## config.mk

```make
export PLATFORM = sky130hd
export DESIGN_NAME = button_debouncer
export DESIGN_NICKNAME = d
export VERILOG_FILES = /design/src/rtl/button_debouncer_pkg.sv /design/src/rtl/sync_chain.sv /design/src/rtl/button_debouncer.sv
export SDC_FILE = /design/constraint.sdc
export NUM_CORES = 1
export LEC_CHECK = 0
export CAP_MARGIN = 15
export CORE_MARGIN = 4
export CORE_UTILIZATION = 39
export CTS_CLUSTER_SIZE = 12
export DETAILED_ROUTE_END_ITERATION = 10
export SLEW_MARGIN = 40
export SYNTH_ARGS = -nofsm -noshare
export SYNTH_HDL_FRONTEND = slang
export SYNTH_HIERARCHICAL = 1
export SYNTH_SLANG_ARGS = --single-unit
```

## constraint.sdc

```tcl
create_clock -name clk -period 2 [get_ports clk]
set_input_delay 0.2 -clock clk [delete_from_list [all_inputs] [get_ports clk]]
set_output_delay 0.2 -clock clk [all_outputs]
set_load 0.03 [all_outputs]
```

## src/rtl/button_debouncer_pkg.sv

```systemverilog
// Shared types and constants for the button debouncer: FSM state encoding,
// default parameter values and the width helper used for elaboration checks.
package button_debouncer_pkg;

    typedef enum logic [1:0] {
        STABLE_LOW  = 2'd0,
        WAIT_HIGH   = 2'd1,
        STABLE_HIGH = 2'd2,
        WAIT_LOW    = 2'd3
    } db_state_e;

    localparam int DEF_SYNC_STAGES     = 2;
    localparam int DEF_DEBOUNCE_CYCLES = 50000;
    localparam int DEF_CNT_WIDTH       = 16;

    // Bits needed to count from 0 to value-1.
    function automatic int clog2_f(input int value);
        int w;
        w = 0;
        for (int v = value - 1; v > 0; v = v >> 1) begin
            w++;
        end
        return w;
    endfunction

endpackage

```

## src/rtl/sync_chain.sv

```systemverilog
// Multi-flop synchronizer for a single asynchronous bit; the default depth of
// two is the standard dual-flop synchronizer.
module sync_chain #(
    parameter int SYNC_STAGES = 2
) (
    input  logic clk_i,
    input  logic rst_n_i,
    input  logic d_i,
    output logic q_o
);

    logic [SYNC_STAGES-1:0] sync_q;
    logic [SYNC_STAGES-1:0] sync_d;

    always_comb begin
        sync_d = {sync_q[SYNC_STAGES-2:0], d_i};
    end

    always_ff @(posedge clk_i) begin
        if (!rst_n_i) begin
            sync_q <= '0;
        end else begin
            sync_q <= sync_d;
        end
    end

    assign q_o = sync_q[SYNC_STAGES-1];

endmodule

```

## src/rtl/button_debouncer.sv

```systemverilog
// Debounces a raw button level: synchronizer, stability counter and a
// four-state FSM, with registered rise/fall strobes alongside the clean level.
module button_debouncer
    import button_debouncer_pkg::*;
#(
    parameter int SYNC_STAGES     = DEF_SYNC_STAGES,
    parameter int DEBOUNCE_CYCLES = DEF_DEBOUNCE_CYCLES,
    parameter int CNT_WIDTH       = DEF_CNT_WIDTH
) (
    input  logic clk,
    input  logic rstN,
    input  logic sigIn,
    output logic sigOut,
    output logic risePulse,
    output logic fallPulse
);

    if (SYNC_STAGES < 2) begin : g_bad_sync
        $error("button_debouncer: SYNC_STAGES must be >= 2");
    end
    if (DEBOUNCE_CYCLES < 1) begin : g_bad_debounce
        $error("button_debouncer: DEBOUNCE_CYCLES must be >= 1");
    end
    if (CNT_WIDTH < 1 || CNT_WIDTH < clog2_f(DEBOUNCE_CYCLES)) begin : g_bad_width
        $error("button_debouncer: CNT_WIDTH too narrow for DEBOUNCE_CYCLES");
    end

    localparam logic [CNT_WIDTH-1:0] CNT_LAST = CNT_WIDTH'(DEBOUNCE_CYCLES - 1);

    logic                 syncd;
    db_state_e            state_q, state_d;
    logic [CNT_WIDTH-1:0] cnt_q, cnt_d;
    logic                 sig_q, sig_d;
    logic                 rise_q, rise_d;
    logic                 fall_q, fall_d;

    sync_chain #(
        .SYNC_STAGES(SYNC_STAGES)
    ) u_sync (
        .clk_i  (clk),
        .rst_n_i(rstN),
        .d_i    (sigIn),
        .q_o    (syncd)
    );

    // A revert on the terminal-count edge is tested first, so it always wins.
    always_comb begin
        state_d = state_q;
        cnt_d   = '0;
        sig_d   = sig_q;
        rise_d  = 1'b0;
        fall_d  = 1'b0;
        case (state_q)
            STABLE_LOW: begin
                if (syncd) state_d = WAIT_HIGH;
            end
            WAIT_HIGH: begin
                if (!syncd) begin
                    state_d = STABLE_LOW;
                end else if (cnt_q == CNT_LAST) begin
                    state_d = STABLE_HIGH;
                    sig_d   = 1'b1;
                    rise_d  = 1'b1;
                end else begin
                    cnt_d = cnt_q + 1'b1;
                end
            end
            STABLE_HIGH: begin
                if (!syncd) state_d = WAIT_LOW;
            end
            WAIT_LOW: begin
                if (syncd) begin
                    state_d = STABLE_HIGH;
                end else if (cnt_q == CNT_LAST) begin
                    state_d = STABLE_LOW;
                    sig_d   = 1'b0;
                    fall_d  = 1'b1;
                end else begin
                    cnt_d = cnt_q + 1'b1;
                end
            end
            default: state_d = STABLE_LOW;
        endcase
    end

    always_ff @(posedge clk) begin
        if (!rstN) begin
            state_q <= STABLE_LOW;
            cnt_q   <= '0;
            sig_q   <= 1'b0;
            rise_q  <= 1'b0;
            fall_q  <= 1'b0;
        end else begin
            state_q <= state_d;
            cnt_q   <= cnt_d;
            sig_q   <= sig_d;
            rise_q  <= rise_d;
            fall_q  <= fall_d;
        end
    end

    assign sigOut    = sig_q;
    assign risePulse = rise_q;
    assign fallPulse = fall_q;

endmodule

```

==> key figures, run 1 <==
STA
  • Final hold slack: 425 ps
  • Period utilization: 89.1%
  • Worst slew margin relative to its limit: 74.9%
  • Setup TNS: 0 ps
  • RSZ-0062 raised after global routing: false
  • Post-layout min period: 1780 ps
  • Worst Tran Pin Value: 374 ps
  • Final setup violation count: 0
  • Fmax: 561 MHz
  • Clock Skews: 10.6 ps
  • Final setup margin: 218 ps
  • Pins Over Slew Limit: 0
  • Final Hold Vio Count: 0

Clock tree
  • Post-cts resize count: 0
  • CTS max path bufs: 2
  • # Post-CTS Setup Buffers: 0
  • CTS root buf: clkbuf_4
  • CTS tree: done
  • Reg clk slew, reported paths: 130 ps
  • Max H-tree Level: 1
  • # hold bufs at CTS: 0
  • Clock Latency Late Sink: 320 ps
  • CTS buffer count: 3
  • Clk sink count: 23

Global route
  • First-pass GRT wire length: 2850 um
  • Total grt overflow: 0
  • Initial antenna violation count: 0
  • Gr usage total: 11.1%
  • Vias in the first global route: 663
  • Largest net degree at the start of global routing: 16

Synth
  • Net Count, Synth: 113
  • Asr flop ratio synth: 0%
  • Biggest area consumer among synthesized cells: dfxtp_1
  • Syn Inst Count: 109
  • Synth warnings: 6
  • Mapped Area: 987 sq um
  • #FFs+latches synth: 23
  • Top cell type's share of synthesized area: 46.6%
  • Post-synth EDFFs: 0
  • Count leader, synth: dfxtp_1
  • Synth cell types: 28
  • Commonest cells in the netlist: dfxtp_1, nor2_1, xnor2_1
  • Synth Flop Type: dfxtp_1
  • Register area share after synthesis: 46.6%
  • Avg Cell Area, Syn: 9.06 sq um
  • Largest cells by area after synthesis: dfxtp_1, xnor2_1, nor2_1

Setup path
  • CP Data Arrival Time: 2010 ps
  • Worst r2r src: cnt_q[5]
  • CP max-delay cell: or4b_4
  • CP max FO: 6
  • Critical path class: reg -> reg
  • Worst setup SP type: flop
  • CP startpoint: cnt_q[5]
  • CP Cell Sequence: or4b_4, nor4_4, mux2i_1, a21boi_1
  • Worst stage delay on the critical path: 570 ps
  • Endpoint class of the critical path: flop
  • Worst path required time: 2230 ps

Detailed routing
  • Antenna Violating Nets Remaining: 0
  • Drt initial violations: 21
  • # DRC: 0
  • WL/cell: 11.2 um
  • Detailed Routing Iterations Pass 1: 4
  • Via count: 717
  • Routed WL: 1610 um
  • DR vias/cell: 4.98

Place
  • IO buf count: 5
  • Placed cell areas: 1060 sq um
  • Post-Place Worst Slack: 242 ps
  • DP HPWL: 1130 um
  • RePlAce Congestion: 0.806

Pwr
  • Power Dens Cells: 645 nW/um^2
  • Leakage: 0.000317 uW
  • IR drop worst, VDD: 0.377 mV
  • Post-layout total power: 701 uW

Floorplan
  • Initial Utilization: 42.6%
  • Die Footprint: 3400 sq um
  • Core area: 2320 sq um
  • Row count: 17
  • Chip width: 58.3 um
  • Die Y: 58.3 um
  • IO Pins: 6

Cells and area
  • ANT cells: 0
  • Finished Cell Area: 1090 sq um
  • Final net count: 121
  • Area grow syn2layout: 10.1%
  • Layout cell share with drive strength beyond 1: 8.62%

Job
  • Max Cap Violations: 0

Hold path
  • Class of the worst hold path: in -> reg
  • Worst hold start: sigIn

Status
  • Status: finished, final reports clean
-- cell type report --
type	instances	area, sq um
clock inverters	1	5.00
inverters	6	22.5
flip-flops and latches	23	460
fillers	226	1230
multi-input cells	78	492
repair buffers	5	50.0
well taps	28	35.0
clock buffers	3	22.5
-- routing by layer --
metal	vias to the layer above	share of wire, %	wire [um]	global-route usage, %
li1	384	-	-	-
met1	320	50	810	13.6
met2	8	43	686	16.4
met3	5	3.9	63	4.61
met4	0	3.0	48	5.96
met5	-	0	0	0
-- kinds of logic (layout without fill, tap and decap cells) --
kind of cell | count (synthesis) | in the layout | synth area share (%)
AND/OR/NAND/NOR | 56 | 56 | 31.4
flip-flops | 23 | 23 | 46.6
AO/OA/AOI/OAI | 6 | 6 | 3.55
multiplexers | 2 | 2 | 2.03
XOR/XNOR | 13 | 13 | 11.5
buffers and inverters | 8 | 15 | 3.55
adder cells (fa/ha/maj) | 1 | 1 | 1.27
-- sequential cells by signal, summed over array words and instances, names as in the netlist, named ones only --
signal	cells
state_q	1
sigOut	1
u_sync/sync_q	2
cnt_q	16
risePulse	1
fallPulse	1
-- per-stage QoR --
| step | std cells | util [%] |
|---|---|---|
| 2_1_floorplan | 109 | - |
| 3_3_place_gp | 140 | 45.7 |
| 3_5_place_dp | 140 | 45.7 |
| 4_1_cts | 144 | 46.9 |
| 5_1_grt | 144 | 46.9 |
| 6_report | 144 | 46.9 |
-- final timing paths --
| kind | endpoint | slack, ps | depth (start not counted) |
|---|---|---|---|
| worst max register to register | sigOut | 220 | 4 |
| worst min register to register | u_sync/sync_q[1] | 460 | 1 |
| worst min-delay path | u_sync/sync_q[0] | 430 | 2 |
| worst max-delay path | sigOut | 220 | 4 |
-- worst max-delay path: cells and delay by family, from the launching register on --
family	cells	cell delay, ps
AO/OA/AOI/OAI	1	80
flip-flops	1	390
multiplexers	1	230
AND/OR/NAND/NOR	2	980
-- placed cells by master (no fill, tap or decap), drive strengths merged --
cell type,synthesis,layout
nand2,6,6
or4,1,1
nand4,4,4
nor2,18,18
xnor2,10,10
nand4b,1,1
clkinv,0,1
or2,3,3
nor2b,2,2
and2,2,2
o21ai,2,2
a21boi,1,1
clkbuf,0,3
or3,1,1
and3,1,1
ha,1,1
nor3,3,3
nor4,6,6
xor2,3,3
a21oi,2,2
dfxtp,23,23
or4b,2,2
clkdlybuf4s50,0,5
mux2i,2,2
inv,6,6
o31ai,1,1
nand3,6,6
-- power by group --
group	total (uW)	internal, uW	switching [uW]	leakage (uW)
logic	19.6	10.4	9.20	0.000113
clock network	216	75.0	141	0.0000177
registers	465	462	2.86	0.000186
total	701	548	153	0.000317
Power figures use the tool's default switching activity.
==> run 2, diff against run 1 <==
Settings changed: CORE_UTILIZATION 39 to 56, HOLD_SLACK_MARGIN from default to 0.1, PLACE_DENSITY from default to 0.76, SYNTH_HIERARCHICAL 1 to default.
==> run 2 against run 1 <==
First-iteration DRC count is 43% lower. Wire length is 1.7% higher. Clock skew is 8.1 ps lower. Hold slack better by 25 ps. Die area is 27% lower. Setup slack better by 42 ps. Total power is 2.0% lower. Via count is 3.6% higher. Sequential share of layout area is 0.49 points higher. Critical path type unchanged. Largest power group unchanged. Highest routed layer unchanged.
==> key figures, run 2 <==
Cells and area
  • Biggest regs: cnt_q: 16 flops, u_sync.sync_q: 2 flops (was cnt_q: 16 flops, u_sync/sync_q: 2 flops)
  • Fillers: 135 (was 226)
  • Most frequent cells in the layout: dfxtp_1, nor2_1, xnor2_1, nand2_1, nand4_1 (was dfxtp_1, nor2_1, xnor2_1)
  • Most common cell after layout, fill and taps aside: dfxtp_1 (unchanged)
  • Area grow syn2layout: 9.15% (was 10.1%)
  • Area occupied by multi-input gates: 494 sq um (was 492 sq um)
  • Layout cell share with drive strength beyond 1: 7.96% (was 8.62%)
  • ANT cells: 0 (unchanged)
  • Number of flip-flops under the largest register name: 16 (unchanged)
  • Largest register by flop count: cnt_q (unchanged)
  • Final net count: 118 (was 121)
  • Storage element area: 460 sq um (unchanged)

Setup path
  • Worst path bufs/invs: 0 (unchanged)
  • Endpoint class of the critical path: flop (unchanged)
  • R2R Setup Slk: 260 ps (was 220 ps)
  • CP max-delay cell: or4b_4 (unchanged)
  • Worst r2r src: cnt_q[4] (was cnt_q[5])
  • WP depth: 3 (was 4)
  • Worst setup SP type: flop (unchanged)
  • CP Data Arrival Time: 1950 ps (was 2010 ps)
  • Crit path to: state_q[0] (was sigOut)
  • Worst path required time: 2210 ps (was 2230 ps)
  • Critical path class: reg -> reg (unchanged)
  • CP startpoint: cnt_q[4] (was cnt_q[5])
  • CP Cell Sequence: or4b_4, or4_4, and3_1 (was or4b_4, nor4_4, mux2i_1, a21boi_1)
  • CP max FO: 6 (unchanged)
  • Reg-to-reg endpoint: state_q[0] (was sigOut)
  • Worst stage delay on the critical path: 590 ps (was 570 ps)
  • Worst reg2reg path depth: 3 (was 4)
  • CP delay by family, top: simple AND/OR/NAND/NOR gates (unchanged)

Floorplan
  • Die Footprint: 2490 sq um (was 3400 sq um)
  • Row count: 14 (was 17)
  • Die Y: 49.9 um (was 58.3 um)
  • Chip width: 49.9 um (was 58.3 um)
  • Core area: 1580 sq um (was 2320 sq um)
  • Initial Utilization: 62.5% (was 42.6%)
  • IO Pins: 6 (unchanged)

Place
  • RePlAce Congestion: 0.756 (was 0.806)
  • Post-Place Worst Slack: 283 ps (was 242 ps)
  • IO buf count: 5 (unchanged)
  • DP HPWL: 1190 um (was 1130 um)

Synth
  • Largest cells by area after synthesis: dfxtp_1, xnor2_1, nor2_1 (unchanged)
  • Synth warnings: 0 (was 6)
  • Avg Cell Area, Syn: 9.38 sq um (was 9.06 sq um)
  • #FFs+latches synth: 23 (unchanged)
  • Top cell type's share of synthesized area: 46.8% (was 46.6%)
  • Syn Inst Count: 105 (was 109)
  • Synth cell types: 24 (was 28)
  • Post-synth EDFFs: 0 (unchanged)
  • Count leader, synth: dfxtp_1 (unchanged)
  • Synth Flop Type: dfxtp_1 (unchanged)
  • Register area share after synthesis: 46.8% (was 46.6%)
  • Commonest cells in the netlist: dfxtp_1, nor2_1, xnor2_1, nand2_1, nand4_1 (was dfxtp_1, nor2_1, xnor2_1)
  • Net Count, Synth: 109 (was 113)
  • Mapped Area: 985 sq um (was 987 sq um)
  • Biggest area consumer among synthesized cells: dfxtp_1 (unchanged)
  • Asr flop ratio synth: 0% (unchanged)

Pwr
  • IR drop worst, VDD: 0.357 mV (was 0.377 mV)
  • Leakage: 0.000333 uW (was 0.000317 uW)
  • Power Dens Cells: 640 nW/um^2 (was 645 nW/um^2)

Global route
  • Total grt overflow: 0 (unchanged)
  • Gr usage total: 15.2% (was 11.1%)
  • First-pass GRT wire length: 2950 um (was 2850 um)
  • Vias in the first global route: 685 (was 663)
  • Initial antenna violation count: 0 (unchanged)
  • Largest net degree at the start of global routing: 16 (unchanged)

STA
  • Clock Skews: 2.47 ps (was 10.6 ps)
  • Pins Over Slew Limit: 0 (unchanged)
  • Period utilization: 87.0% (was 89.1%)
  • Setup TNS: 0 ps (unchanged)
  • Final setup margin: 260 ps (was 218 ps)
  • Fmax: 575 MHz (was 561 MHz)
  • Final setup violation count: 0 (unchanged)
  • RSZ-0062 raised after global routing: false (unchanged)
  • Post-layout min period: 1740 ps (was 1780 ps)
  • Final Hold Vio Count: 0 (unchanged)
  • Worst Tran Pin Value: 334 ps (was 374 ps)
  • Worst slew margin relative to its limit: 77.6% (was 74.9%)

Detailed routing
  • Antenna Violating Nets Remaining: 0 (unchanged)
  • DR vias/cell: 5.76 (was 4.98)
  • WL/cell: 12.7 um (was 11.2 um)
  • # DRC: 0 (unchanged)
  • Drt initial violations: 12 (was 21)
  • Routed WL: 1640 um (was 1610 um)
  • Via count: 743 (was 717)
  • Detailed Routing Iterations Pass 1: 5 (was 4)

Clock tree
  • # Post-CTS Setup Buffers: 0 (unchanged)
  • CTS root buf: clkbuf_4 (unchanged)
  • # hold bufs at CTS: 0 (unchanged)
  • Max H-tree Level: 1 (unchanged)
  • Clk sink count: 23 (unchanged)
  • Post-cts resize count: 0 (unchanged)
  • Clock Latency Late Sink: 300 ps (was 320 ps)
  • CTS buffer count: 3 (unchanged)
  • CTS tree: done (unchanged)
  • Reg clk slew, reported paths: 120 ps (was 130 ps)
  • CTS max path bufs: 2 (unchanged)

Status
  • Status: finished, final reports clean (unchanged)

Hold path
  • Class of the worst hold path: reg -> reg (was in -> reg)

Job
  • Max Cap Violations: 0 (unchanged)
run 2: kinds of logic after synthesis:
family	after synthesis	share of synthesized area [%]
AO/OA/AOI/OAI	3	2.03
XOR/XNOR	15	13.3
adder cells (fa/ha/maj)	1	1.27
buffers and inverters	6	3.05
flip-flops	23	46.8
multiplexers	1	1.02
AND/OR/NAND/NOR	56	32.5
run 2: per-stage QoR:
stage	cells	utilization (%)	cell area, sq um	power, uW	hold WS (ps)
final	129	68.2	1070	688	451
after global routing	129	68.2	1070	724	439
after CTS	129	68.2	1070	702	448
after detailed placement	125	66.4	1050	495	426
after global placement	125	66.4	1050	495	414
after floorplan	105	-	985	485	318
run 2: power breakdown:
group,internal [uW],switching [uW]
Combinational,10.5,9.20
Clock,74.5,128
Sequential,462,2.90
run 2: worst register-to-register path: stages (launching register included):
cell	delay, ps
dfxtp_1	380
or4b_4	590
or4_4	490
and3_1	190
run 2: how the worst min path moves through the flow:
| stage | end | start | slack, ps | depth (start not counted) |
|---|---|---|---|---|
| 3_3_place_gp | u_sync.sync_q[1] | u_sync.sync_q[0] | 410 | 1 |
| 6_report | u_sync.sync_q[1] | u_sync.sync_q[0] | 450 | 1 |
| 2_1_floorplan | fallPulse | rstN | 320 | 2 |
| 3_5_place_dp | u_sync.sync_q[1] | u_sync.sync_q[0] | 430 | 1 |
| 4_1_cts | u_sync.sync_q[0] | sigIn | 450 | 2 |
| 5_1_grt | u_sync.sync_q[0] | sigIn | 440 | 2 |
run 2: per-layer routing:
metal	GRT usage, %	vias up	wire length (um)
met4	5.53	0	21
met3	3.61	4	48
met5	0	-	0
li1	-	376	-
met2	25.1	13	744
met1	19.0	350	822
run 2: layout make-up:
| class | instances | share of cell area (%) |
|---|---|---|
| multi-input cells | 76 | 46.0 |
| repair buffers | 6 | 5.36 |
| clock buffers | 3 | 2.10 |
| flip-flops and latches | 23 | 42.8 |
| inverters | 4 | 1.40 |
| well taps | 16 | 1.86 |
| clock inverters | 1 | 0.466 |
